File: src/rtl/hyperbus_burst_seq.sv
// Avalon-MM burst to HyperBus sequencer: CA phase, fixed/variable latency,
// multi-beat data phase, register-space access, read timeout and CS# high time.
//
// state | meaning
// IDLE  | waiting for an Avalon read or write; request accepted here
// CA0   | command/address word [47:32] on DQ
// CA1   | CA word [31:16]; RWDS sampled for the latency decision
// CA2   | CA word [15:0]; latency count loaded
// LAT   | initial latency (single or doubled)
// WDATA | write data, two DDR words per 32-bit beat
// RDATA | capturing read words, or zero-filling after a timeout
// CSHI  | chip select high for the minimum deselect time
module hyperbus_burst_seq #(
    parameter int ADDR_W        = 22,
    parameter int LATENCY_CLKS  = 6,
    parameter int FIXED_LATENCY = 0,
    parameter int MAX_BURST     = 16,
    parameter int BURSTCOUNT_W  = 5,
    parameter int TCSHI_CLKS    = 2,
    parameter int RD_TIMEOUT    = 64
) (
    input  logic                    clk,
    input  logic                    rst,
    input  logic [31:0]             s0_address,
    input  logic                    s0_read,
    input  logic                    s0_write,
    input  logic [31:0]             s0_writedata,
    input  logic [BURSTCOUNT_W-1:0] s0_burstcount,
    output logic                    s0_waitrequest,
    output logic [31:0]             s0_readdata,
    output logic                    s0_readdatavalid,
    output logic                    csn,
    output logic                    oe_clk,
    output logic                    oe_data,
    output logic [15:0]             datain,
    input  logic [15:0]             dataout,
    input  logic                    rd_valid,
    input  logic                    rwds_in,
    output logic                    rwds_out,
    output logic                    rwds_oe,
    output logic                    busy,
    output logic                    lat_doubled,
    output logic                    err_timeout
);
    localparam int BEAT_W = $clog2(MAX_BURST + 1);
    localparam int LAT_W  = $clog2(2 * LATENCY_CLKS + 1);
    localparam int TMO_W  = $clog2(RD_TIMEOUT + 1);
    localparam int CSHI_W = $clog2(TCSHI_CLKS + 1);

    localparam logic [2:0] S_IDLE  = 3'd0;
    localparam logic [2:0] S_CA0   = 3'd1;
    localparam logic [2:0] S_CA1   = 3'd2;
    localparam logic [2:0] S_CA2   = 3'd3;
    localparam logic [2:0] S_LAT   = 3'd4;
    localparam logic [2:0] S_WDATA = 3'd5;
    localparam logic [2:0] S_RDATA = 3'd6;
    localparam logic [2:0] S_CSHI  = 3'd7;

    logic [2:0]        state;
    logic [47:0]       ca;
    logic              is_rd;
    logic              is_reg;
    logic              dbl;
    logic [BEAT_W-1:0] beats_left;
    logic [31:0]       wdata;
    logic              wphase;
    logic              rphase;
    logic [15:0]       rd_hi;
    logic              tmo_drain;
    logic [LAT_W-1:0]  lat_cnt;
    logic [TMO_W-1:0]  tmo_cnt;
    logic [CSHI_W-1:0] cshi_cnt;

    logic [ADDR_W-1:0] word_addr;
    logic [28:0]       ca_row;
    logic [47:0]       ca_next;
    logic [31:0]       bc_ext;
    logic [31:0]       bc_clamp;
    logic [BEAT_W-1:0] beats_next;
    logic              req_ok;
    logic              wr_more;
    logic              last_beat;
    logic              unused_addr;

    assign unused_addr = ^{s0_address[30:ADDR_W+1], s0_address[0]};

    always_comb begin
        word_addr = s0_address[ADDR_W:1];
        ca_row    = '0;
        ca_row[ADDR_W-4:0] = word_addr[ADDR_W-1:3];
        ca_next   = {s0_read, s0_address[31], 1'b1, ca_row, 13'b0, word_addr[2:0]};

        bc_ext = 32'(s0_burstcount);
        if (s0_write && !s0_read && s0_address[31])
            bc_clamp = 32'd1;
        else if (bc_ext == 32'd0)
            bc_clamp = 32'd1;
        else if (bc_ext > 32'(MAX_BURST))
            bc_clamp = 32'(MAX_BURST);
        else
            bc_clamp = bc_ext;
        beats_next = BEAT_W'(bc_clamp);
    end

    assign last_beat = (beats_left == BEAT_W'(1));
    assign req_ok    = !rst && (state == S_IDLE) && (s0_read || s0_write);
    // The master must stream: the next beat is taken whether or not s0_write is up.
    assign wr_more   = !rst && (state == S_WDATA) && !is_reg && wphase && !last_beat;

    assign s0_waitrequest = !(req_ok || wr_more);
    assign busy           = (state != S_IDLE);
    assign rwds_out       = 1'b0;

    always_comb begin
        csn     = 1'b1;
        oe_clk  = 1'b0;
        oe_data = 1'b0;
        rwds_oe = 1'b0;
        datain  = '0;
        case (state)
            S_CA0: begin
                csn = 1'b0; oe_clk = 1'b1; oe_data = 1'b1; datain = ca[47:32];
            end
            S_CA1: begin
                csn = 1'b0; oe_clk = 1'b1; oe_data = 1'b1; datain = ca[31:16];
            end
            S_CA2: begin
                csn = 1'b0; oe_clk = 1'b1; oe_data = 1'b1; datain = ca[15:0];
            end
            S_LAT, S_RDATA: begin
                csn = 1'b0; oe_clk = 1'b1;
            end
            S_WDATA: begin
                csn     = 1'b0;
                oe_clk  = 1'b1;
                oe_data = 1'b1;
                rwds_oe = !is_reg;
                datain  = (is_reg || wphase) ? wdata[15:0] : wdata[31:16];
            end
            default: ;
        endcase
    end

    always_ff @(posedge clk) begin
        if (rst) begin
            state            <= S_IDLE;
            ca               <= '0;
            is_rd            <= 1'b0;
            is_reg           <= 1'b0;
            dbl              <= 1'b0;
            beats_left       <= '0;
            wdata            <= '0;
            wphase           <= 1'b0;
            rphase           <= 1'b0;
            rd_hi            <= '0;
            tmo_drain        <= 1'b0;
            lat_cnt          <= '0;
            tmo_cnt          <= '0;
            cshi_cnt         <= '0;
            s0_readdata      <= '0;
            s0_readdatavalid <= 1'b0;
            lat_doubled      <= 1'b0;
            err_timeout      <= 1'b0;
        end else begin
            s0_readdatavalid <= 1'b0;
            case (state)
                S_IDLE: begin
                    if (s0_read || s0_write) begin
                        state      <= S_CA0;
                        ca         <= ca_next;
                        is_rd      <= s0_read;
                        is_reg     <= s0_address[31];
                        beats_left <= beats_next;
                        wdata      <= s0_writedata;
                    end
                end
                S_CA0: state <= S_CA1;
                S_CA1: begin
                    dbl   <= (FIXED_LATENCY != 0) || rwds_in;
                    state <= S_CA2;
                end
                S_CA2: begin
                    lat_doubled <= dbl;
                    if (!is_rd && is_reg) begin
                        state  <= S_WDATA;
                        wphase <= 1'b0;
                    end else begin
                        state   <= S_LAT;
                        lat_cnt <= dbl ? LAT_W'(2 * LATENCY_CLKS - 1) : LAT_W'(LATENCY_CLKS - 1);
                    end
                end
                S_LAT: begin
                    if (lat_cnt == '0) begin
                        if (is_rd) begin
                            state     <= S_RDATA;
                            rphase    <= 1'b0;
                            tmo_drain <= 1'b0;
                            tmo_cnt   <= TMO_W'(RD_TIMEOUT - 1);
                        end else begin
                            state  <= S_WDATA;
                            wphase <= 1'b0;
                        end
                    end else begin
                        lat_cnt <= lat_cnt - LAT_W'(1);
                    end
                end
                S_WDATA: begin
                    if (is_reg || (wphase && last_beat)) begin
                        state    <= S_CSHI;
                        cshi_cnt <= CSHI_W'(TCSHI_CLKS - 1);
                    end else if (!wphase) begin
                        wphase <= 1'b1;
                    end else begin
                        beats_left <= beats_left - BEAT_W'(1);
                        wphase     <= 1'b0;
                        // Without a fresh beat the low word keeps being driven.
                        wdata      <= s0_write ? s0_writedata : {wdata[15:0], wdata[15:0]};
                    end
                end
                S_RDATA: begin
                    if (tmo_drain) begin
                        s0_readdata      <= '0;
                        s0_readdatavalid <= 1'b1;
                        if (last_beat) begin
                            state    <= S_CSHI;
                            cshi_cnt <= CSHI_W'(TCSHI_CLKS - 1);
                        end else begin
                            beats_left <= beats_left - BEAT_W'(1);
                        end
                    end else if (rd_valid) begin
                        tmo_cnt <= TMO_W'(RD_TIMEOUT - 1);
                        if (!rphase) begin
                            rd_hi  <= dataout;
                            rphase <= 1'b1;
                        end else begin
                            s0_readdata      <= {rd_hi, dataout};
                            s0_readdatavalid <= 1'b1;
                            rphase           <= 1'b0;
                            if (last_beat) begin
                                state    <= S_CSHI;
                                cshi_cnt <= CSHI_W'(TCSHI_CLKS - 1);
                            end else begin
                                beats_left <= beats_left - BEAT_W'(1);
                            end
                        end
                    end else if (tmo_cnt == '0) begin
                        err_timeout <= 1'b1;
                        tmo_drain   <= 1'b1;
                    end else begin
                        tmo_cnt <= tmo_cnt - TMO_W'(1);
                    end
                end
                S_CSHI: begin
                    if (cshi_cnt == '0)
                        state <= S_IDLE;
                    else
                        cshi_cnt <= cshi_cnt - CSHI_W'(1);
                end
                default: state <= S_IDLE;
            endcase
        end
    end
endmodule

File: config.mk
export PLATFORM = sky130hd
export DESIGN_NAME = hyperbus_burst_seq
export DESIGN_NICKNAME = d
export VERILOG_FILES = /design/src/rtl/hyperbus_burst_seq.sv
export SDC_FILE = /design/constraint.sdc
export NUM_CORES = 1
export LEC_CHECK = 0
export CORE_MARGIN = 4
export CORE_UTILIZATION = 49
export CTS_CLUSTER_SIZE = 25
export DETAILED_ROUTE_END_ITERATION = 7
export GPL_TIMING_DRIVEN = 1
export PLACE_DENSITY_LB_ADDON = 0.05
export SYNTH_ARGS = -nofsm -noshare
export SYNTH_HDL_FRONTEND = slang
export SYNTH_SLANG_ARGS = --single-unit
File: constraint.sdc
create_clock -name clk -period 2.15 [get_ports clk]
set_input_delay 0.43 -clock clk [delete_from_list [all_inputs] [get_ports clk]]
set_output_delay 0.43 -clock clk [all_outputs]
set_load 0.02 [all_outputs]
---- Yosys cells after proc, flatten, opt, wreduce, memory -nomap -nowiden ----
Cells that the tools add are included.
Widths: inputs -> output; s select.
word-level totals
  register bits after elaboration ......... 135
  latch bits .............................. 0
  memory bits (writable) .................. 0
  ROM bits ................................ 0
  output and inout port bits .............. 58
  logic and storage cells ................. 177
  memories kept ........................... 0
cells by class
  add/sub/neg operators ................... 4
  $mul .................................... 0
  div/mod/pow operators ................... 0
  magnitude comparators ................... 1
  eq/ne operators ......................... 26
  shift-type cells ........................ 0
  multiplexer cells ....................... 72
  bitwise operators ....................... 4
  reductions and logical operators ........ 51
operators by type and width
  operator            count
  $mux 32             7
  $pmux 16 s4         1
  $pmux 32 s2         1
  $mux 5              10
  $mux 7              5
  $ne 2x2->1 const B  13
  $reduce_and 5->1    5
  $mux 3              8
  $pmux 3 s8          1
  $mux 1              21
  $mux 16             1
  $pmux 5 s3          1
  $mux 2              7
  $pmux 7 s2          1
  $eq 3x3->1 const B  4
  $mux 4              3
  $reduce_and 4->1    3
  $reduce_and 6->1    2
  $reduce_bool 3->1   4
  $logic_and 1x1->1   10
  $reduce_bool 2->1   5
  $ne 3x3->1 const B  3
  $reduce_and 3->1    3
  $pmux 4 s2          1
  other kinds (24)    38

---- Depth between registers and ports, before layout ----
Gate-level depths: netlist of the first run.
  depth after elaboration ................. 7
  mapped depth ............................ 9

---- Worst setup path after synthesis of the first run ----
No wires, ideal clock.
  kind .................................... reg-to-output
  from .................................... reg ca[46] (netlist name)
  to ...................................... out datain[10]
  data arrival time ....................... 1.831 ns
  path slack .............................. -0.111 ns
  cell stages (with the launch flop) ...... 6
  path buffers ............................ 2
  cell sequence ........................... dfxtp_1 -> clkbuf_1 -> nor2_1 -> buf_2 -> mux2i_1 -> o21ai_0
RTL lines
  item           line  RTL
  end, declared  35    output logic [15:0] datain,

---- Worst setup path in the final report of the first run ----
  from .................................... reg state[1]
  to ...................................... out datain[10]
on the way
  longest elaborated chain between the ends .. 2
  elaborated cells between the ends (all ways) .. 5
  classes of those cells .................. eq/ne (4); mux (1)
ends and longest elaborated chain
  item                                      line  RTL
  start, declared                           59    logic [2:0] state;
  start signal, assigned                    146   state <= S_IDLE;
  start signal, assigned                    169   state <= S_CA0;
  start signal, assigned                    177   S_CA0: state <= S_CA1;
  $eq 3x3->1, or another cell as far along  120   case (state)
  $pmux 16 s4 (*)                           120
Mark *: on every way between the ends. The rest lies on a longest branch, timed or not.

==> results of run 1 <==
[cell type report]
type / instances / area, sq um / share of cell area
sequential: 133 / 2680 / 0.309
multi-input combinational: 487 / 3170 / 0.365
inverter: 15 / 56.3 / 0.00649
clock inverter: 11 / 218 / 0.0251
timing repair buffer: 198 / 1900 / 0.219
clock buffer: 21 / 480 / 0.0554
tap: 143 / 179 / 0.0206
[routing by layer]
| layer | vias up | global-route usage |
|---|---|---|
| met1 | 2651 | 0.280 |
| met5 | - | 0 |
| met2 | 202 | 0.392 |
| met4 | 0 | 0.108 |
| met3 | 28 | 0.0745 |
| li1 | 2772 | - |
[metrics by stage]
| stage | instances | hold WS, ns |
|---|---|---|
| floorplan | 684 | 0.433 |
| global placement | 970 | 0.445 |
| detailed placement | 970 | 0.448 |
| CTS | 1007 | 0.431 |
| global route | 1008 | 0.454 |
| finish | 1008 | 0.446 |
[critical path, cell delays in order, from the launching register on]
cell      delay [ns]
dfxtp_4         0.38
buf_6           0.18
nand2b_4        0.08
nor2_4          0.12
buf_4           0.18
nand2_1         0.07
o21ai_1         0.09
buf_4           0.16
[cells by family after synthesis]
logic type,synth area share
AND/OR/NAND/NOR,0.196
XOR/XNOR,0.00719
multiplexers,0.0683
other,0.000634
AO/OA/AOI/OAI,0.217
adder cells (fa/ha/maj),0.0127
flip-flops,0.450
buffers and inverters,0.0482
[power breakdown]
part | internal (mW) | total [mW] | switching, mW
Combinational | 2.31 | 5.02 | 2.72
Sequential | 2.97 | 3.36 | 0.390
Clock | 2.30 | 3.37 | 1.06
Total | 7.58 | 11.8 | 4.17
[cells in the final DEF (no fill, tap or decap), types with 18 or more instances in the layout]
cell               n
dfxtp_1          128
nand2_1          118
clkdlybuf4s50_1  115
nor2_1            63
a21oi_1           58
buf_4             57
a22o_1            32
mux2i_1           28
nand3_1           20
a311oi_1          19
clkbuf_16         18
[sequential cells by signal, indices dropped and copies added (netlist names)]
register,count
lat_cnt,4
ca,24
state,3
rd_hi,16
dbl,1
is_rd,1
tmo_cnt,7
tmo_drain,1
wphase,1
lat_doubled,1
s0_readdata,32
s0_readdatavalid,1
wdata,32
cshi_cnt,2
beats_left,5
err_timeout,1
rphase,1
[synth_stat cells, types with 3 or more instances]
| cell | count |
|---|---|
| a31oi_1 | 5 |
| nor2_2 | 3 |
| nand3_1 | 20 |
| clkbuf_1 | 27 |
| a21oi_1 | 58 |
| a22o_1 | 32 |
| nor3_1 | 6 |
| o21ai_0 | 22 |
| nor2_1 | 67 |
| nand2b_1 | 5 |
| or3_1 | 5 |
| inv_1 | 15 |
| nor2b_1 | 5 |
| a211oi_1 | 7 |
| mux2_2 | 3 |
| dfxtp_1 | 133 |
| a22oi_1 | 10 |
| ha_1 | 6 |
| a21o_1 | 3 |
| a311oi_1 | 19 |
| mux2i_1 | 37 |
| buf_2 | 15 |
| buf_4 | 3 |
| o22ai_1 | 7 |
| or2_2 | 3 |
| nand2_1 | 118 |
[worst max path at each step]
stage	startpoint	to	slack (ns)	cells after the start
after CTS	ca[46]	s0_waitrequest	-0.009	5
after global routing	beats_left[1]	s0_waitrequest	-0.02	6
after detailed placement	s0_read	s0_waitrequest	-0.21	6
after floorplan	ca[46]	datain[0]	0.005	5
after global placement	s0_read	s0_waitrequest	-0.20	6
final	state[1]	datain[10]	0.03	7
[what timing repair did]
action / CTS / global route
pin swaps: 3 / 6
setup buffers: 4 / 2
cloned: 1 / 1
gates resized for setup: 130 / 41
setup endpoints to repair: 22 / 31
==> run_results.csv, run 1 <==
group,metric,value,unit
route,drt-pass1-iter-count,4,
synth,ys_ff_latch,133,
synth,yosysWarnings,0,
clocking,clkTransAtPathRegs,0.06,ns
worst_setup_path,cp-start-kind,"flip-flop",
route,drt_iter0_markers,296,
synth,synthFlopType,"dfxtp_1",
final_layout,fin_util,0.747,
global_route,grt_pass1_vias,5632,
final_layout,syn2layout_area_growth,46.5,%
power_and_ir_drop,ir_drop,0.670,mV
placed_design,dp_slack,-0.211,ns
synth,ys_seq_area_frac,0.450,
min_path,hold_path.class,"in -> reg",
sta,finalSetupViolCount,0,
floorplanning,num_rows,39,
synth,synthCells,684,
floorplanning,die_y,118,um
route,topRoutingLayerUsed,"met4",
clocking,cts_tree,"yes",
clocking,cts.sinks,133,
route,routed_wl,16600,um
clocking,clockBufferDepth,2,
power_and_ir_drop,total_power,11.8,mW
sta,rsz0062_at_grt,"true",
route,via_per_inst,5.61,
min_path,hold_start,"rst",
floorplanning,dieArea,0.0139,sq mm
route,wl_met2,8050,um
min_path,min_delay_path_depth,3,
clocking,root_buffer,"clkbuf_16",
min_path,holdPathEnd,"beats_left[4]",
sta,maxSlewViolCount,0,
synth,synthTopCellsByArea,"dfxtp_1, nand2_1, mux2i_1",
power_and_ir_drop,power_density,1350,mW/mm^2
job,maxCapViolCount,0,
clocking,numCtsBuffers,17,
worst_setup_path,r2r-end,"lat_cnt[3]",
route,drcViolationCount,0,
route,vias,5653,
synth,synth_cell_types,64,
worst_setup_path,r2r_setup_slack,0.10,ns
worst_setup_path,critPathCaptureType,"primary output",
worst_setup_path,crit_type,"reg -> out",
final_layout,n_fill_cell,875,
placed_design,hpwl,11300,um
sta,worst_pin_slew,0.584,ns
clocking,hold_buffers,0,
synth,synth_edf_count,0,
placed_design,dpl_cell_area,0.00774,sq mm
sta,fin_crit_sh,0.988,
outcome,status,"completed",
route,postRouteAntennaNets,0,
final_layout,finalInstanceArea,0.00867,sq mm
worst_setup_path,ff2ff_path_depth,7,
sta,hold_viol,0,
sta,clock_skew,0.0122,ns
synth,synth_top_area_frac,0.450,
worst_setup_path,r2r-start,"state[2]",
synth,syn_avg_cell_area,8.65,sq um
worst_setup_path,crit_required,1.72,ns
floorplanning,pin_count,149,
sta,max_freq,471,MHz
synth,syn_area,0.00592,sq mm
sta,setup_total_negative_slack,0,ns
sta,worst_slack,0.0254,ns
global_route,grt_use_total,0.237,
worst_setup_path,arrival,1.69,ns
placed_design,routabilityCongestion,0.878,
global_route,antenna_found_initial,0,
synth,async_reset_ff_frac,0,
power_and_ir_drop,p_leak,3.33,nW
sta,min_period,2.12,ns
floorplanning,start_util,0.510,
global_route,grt-ovfl-total,0,
worst_setup_path,path_max_fanout,14,
route,wl_met1,7090,um
route,wl_met3,1080,um
synth,synth_area_leader_cell,"dfxtp_1",
final_layout,nNetsFinal,949,
global_route,grt_max_degree,91,
synth,synth.net_count,781,
final_layout,drive_above_1_share,0.202,
placed_design,portBuffers,138,
sta,relSlewSlack,0.611,
final_layout,antenna_cells,0,
global_route,grt_pass1_wl,27100,um
route,wire_per_inst,16.5,um
clocking,htree_levels,4,
floorplanning,die_w,118,um
clocking,clk_latency,0.41,ns
floorplanning,core-area,0.0116,sq mm
Note: power is estimated with default switching activity, not from simulation.
==> run 2: changes to the inputs <==
Settings changed: SETUP_SLACK_MARGIN set to 0.3.
==> run_results.csv, run 2 (synthesized netlist as in run 1, its figures left out) <==
group,metric,value,unit
floorplanning,start_util,0.510,
route,routed_wl,19900,um
clocking,cts_tree,"yes",
global_route,grt_pass1_wl,27700,um
clocking,hold_buffers,0,
final_layout,n_fill_cell,670,
clocking,clockBufferDepth,2,
sta,clock_skew,0.00783,ns
final_layout,drive_above_1_share,0.325,
outcome,violations,"negative setup slack",
route,drcViolationCount,0,
clocking,numCtsBuffers,17,
worst_setup_path,slowest_stage,"mux2i_1",
clocking,cts.sinks,133,
power_and_ir_drop,p_leak,3.68,nW
sta,min_period,2.17,ns
placed_design,portBuffers,138,
global_route,grt_max_degree,104,
floorplanning,die_w,118,um
sta,hold_slack,0.462,ns
worst_setup_path,slowest_delay,0.38,ns
floorplanning,dieArea,0.0139,sq mm
final_layout,mostFrequentLayoutCells,"dfxtp_1, clkdlybuf4s50_1, nand2_1",
floorplanning,num_rows,39,
final_layout,nNetsFinal,972,
worst_setup_path,arrival,1.74,ns
power_and_ir_drop,power_density,1380,mW/mm^2
placed_design,routabilityCongestion,0.889,
global_route,grt_pass1_vias,5782,
job,maxCapViolCount,0,
clocking,clkTransAtPathRegs,0.06,ns
global_route,grt_use_total,0.242,
power_and_ir_drop,total_power,13.2,mW
clocking,htree_levels,4,
clocking,root_buffer,"clkbuf_16",
final_layout,fin_util,0.821,
floorplanning,core-area,0.0116,sq mm
worst_setup_path,crit_type,"reg -> out",
worst_setup_path,ff2ff_path_depth,10,
route,via_per_inst,5.89,
sta,max_freq,461,MHz
worst_setup_path,cp-start-kind,"flip-flop",
route,drt_iter0_markers,403,
clocking,clk_latency,0.42,ns
route,drt-pass1-iter-count,5,
final_layout,antenna_cells,0,
sta,relSlewSlack,0.644,
placed_design,hpwl,11300,um
worst_setup_path,crit_family,"multiplexers",
floorplanning,die_y,118,um
sta,worst_slack,-0.0211,ns
placed_design,dpl_cell_area,0.00783,sq mm
power_and_ir_drop,ir_drop,0.878,mV
sta,finalSetupViolCount,4,
worst_setup_path,path_max_fanout,6,
outcome,status,"finished with violations",
min_path,min_delay_path_depth,2,
sta,maxSlewViolCount,0,
global_route,antenna_found_initial,0,
worst_setup_path,critPathCaptureType,"primary output",
final_layout,reg_top3,"s0_readdata x32, wdata x32, ca x24",
final_layout,syn2layout_area_growth,61.1,%
worst_setup_path,cp.depth,5,
sta,fin_crit_sh,1.01,
sta,worst_pin_slew,0.534,ns
worst_setup_path,crit_required,1.72,ns
min_path,hold_path.class,"reg -> reg",
route,postRouteAntennaNets,0,
sta,rsz0062_at_grt,"true",
final_layout,layout_commonest_cell,"dfxtp_1",
final_layout,finalInstanceArea,0.00954,sq mm
route,vias,6070,
placed_design,dp_slack,-0.210,ns
worst_setup_path,cp.buffers_inverters,2,
worst_setup_path,crit_chain,"nor2_4 -> buf_12 -> mux2i_1 -> o21ai_4 -> buf_6",
floorplanning,pin_count,149,
sta,hold_viol,0,
route,wire_per_inst,19.3,um
global_route,grt-ovfl-total,0,
[run 2: where the power goes]
part | internal [mW] | switching [mW] | total, mW
logic | 3.15 | 3.48 | 6.63
registers | 2.98 | 0.539 | 3.52
clock network | 1.90 | 1.16 | 3.06
[run 2: worst paths after layout]
check | from | endpoint | slack, ns
min | ca[1] | ca[1] | 0.46
max | ca[46] | datain[12] | -0.02
min reg2reg | ca[1] | ca[1] | 0.46
max reg2reg | beats_left[1] | beats_left[0] | 0.05
[run 2: worst register-to-register path, delay by kind of cell, from the launching register on]
family	cells	cell delay, ns
fa+ha+maj	1	0.14
compound gates	3	0.59
flops	1	0.33
buf+inv	4	0.48
simple gates	2	0.48
[run 2: final cells by class]
class / instances / area (sq um) / share of cell area
multi-input cells: 489 / 3770 / 0.396
flip-flops and latches: 133 / 2680 / 0.281
repair buffers: 219 / 2220 / 0.233
clock buffers: 19 / 453 / 0.0475
well taps: 143 / 179 / 0.0188
clock inverters: 13 / 171 / 0.0180
inverters: 15 / 56.3 / 0.00590
[run 2: what timing repair did]
action	4_1_cts	5_1_grt
setup endpoints to repair	89	84
resized for setup	179	138
cloned	1	6
buffers inserted	11	14
pin swaps	12	48
[run 2: through the flow]
| step | cells | TNS (ns) |
|---|---|---|
| finish | 1031 | -0.0548 |
| global route | 1031 | -0.299 |
| CTS | 1011 | -0.0305 |
| detailed placement | 967 | -1.29 |
| global placement | 967 | -0.606 |
| floorplan | 684 | 0 |
[run 2: routing by layer]
metal | global-route usage | wire length [um] | up-vias | share of wire
li1 | - | - | 2826 | -
met1 | 0.281 | 7780 | 2934 | 0.39
met2 | 0.415 | 10200 | 259 | 0.51
met3 | 0.0697 | 1330 | 51 | 0.067
met4 | 0.103 | 553 | 0 | 0.028
met5 | 0 | 0 | - | 0
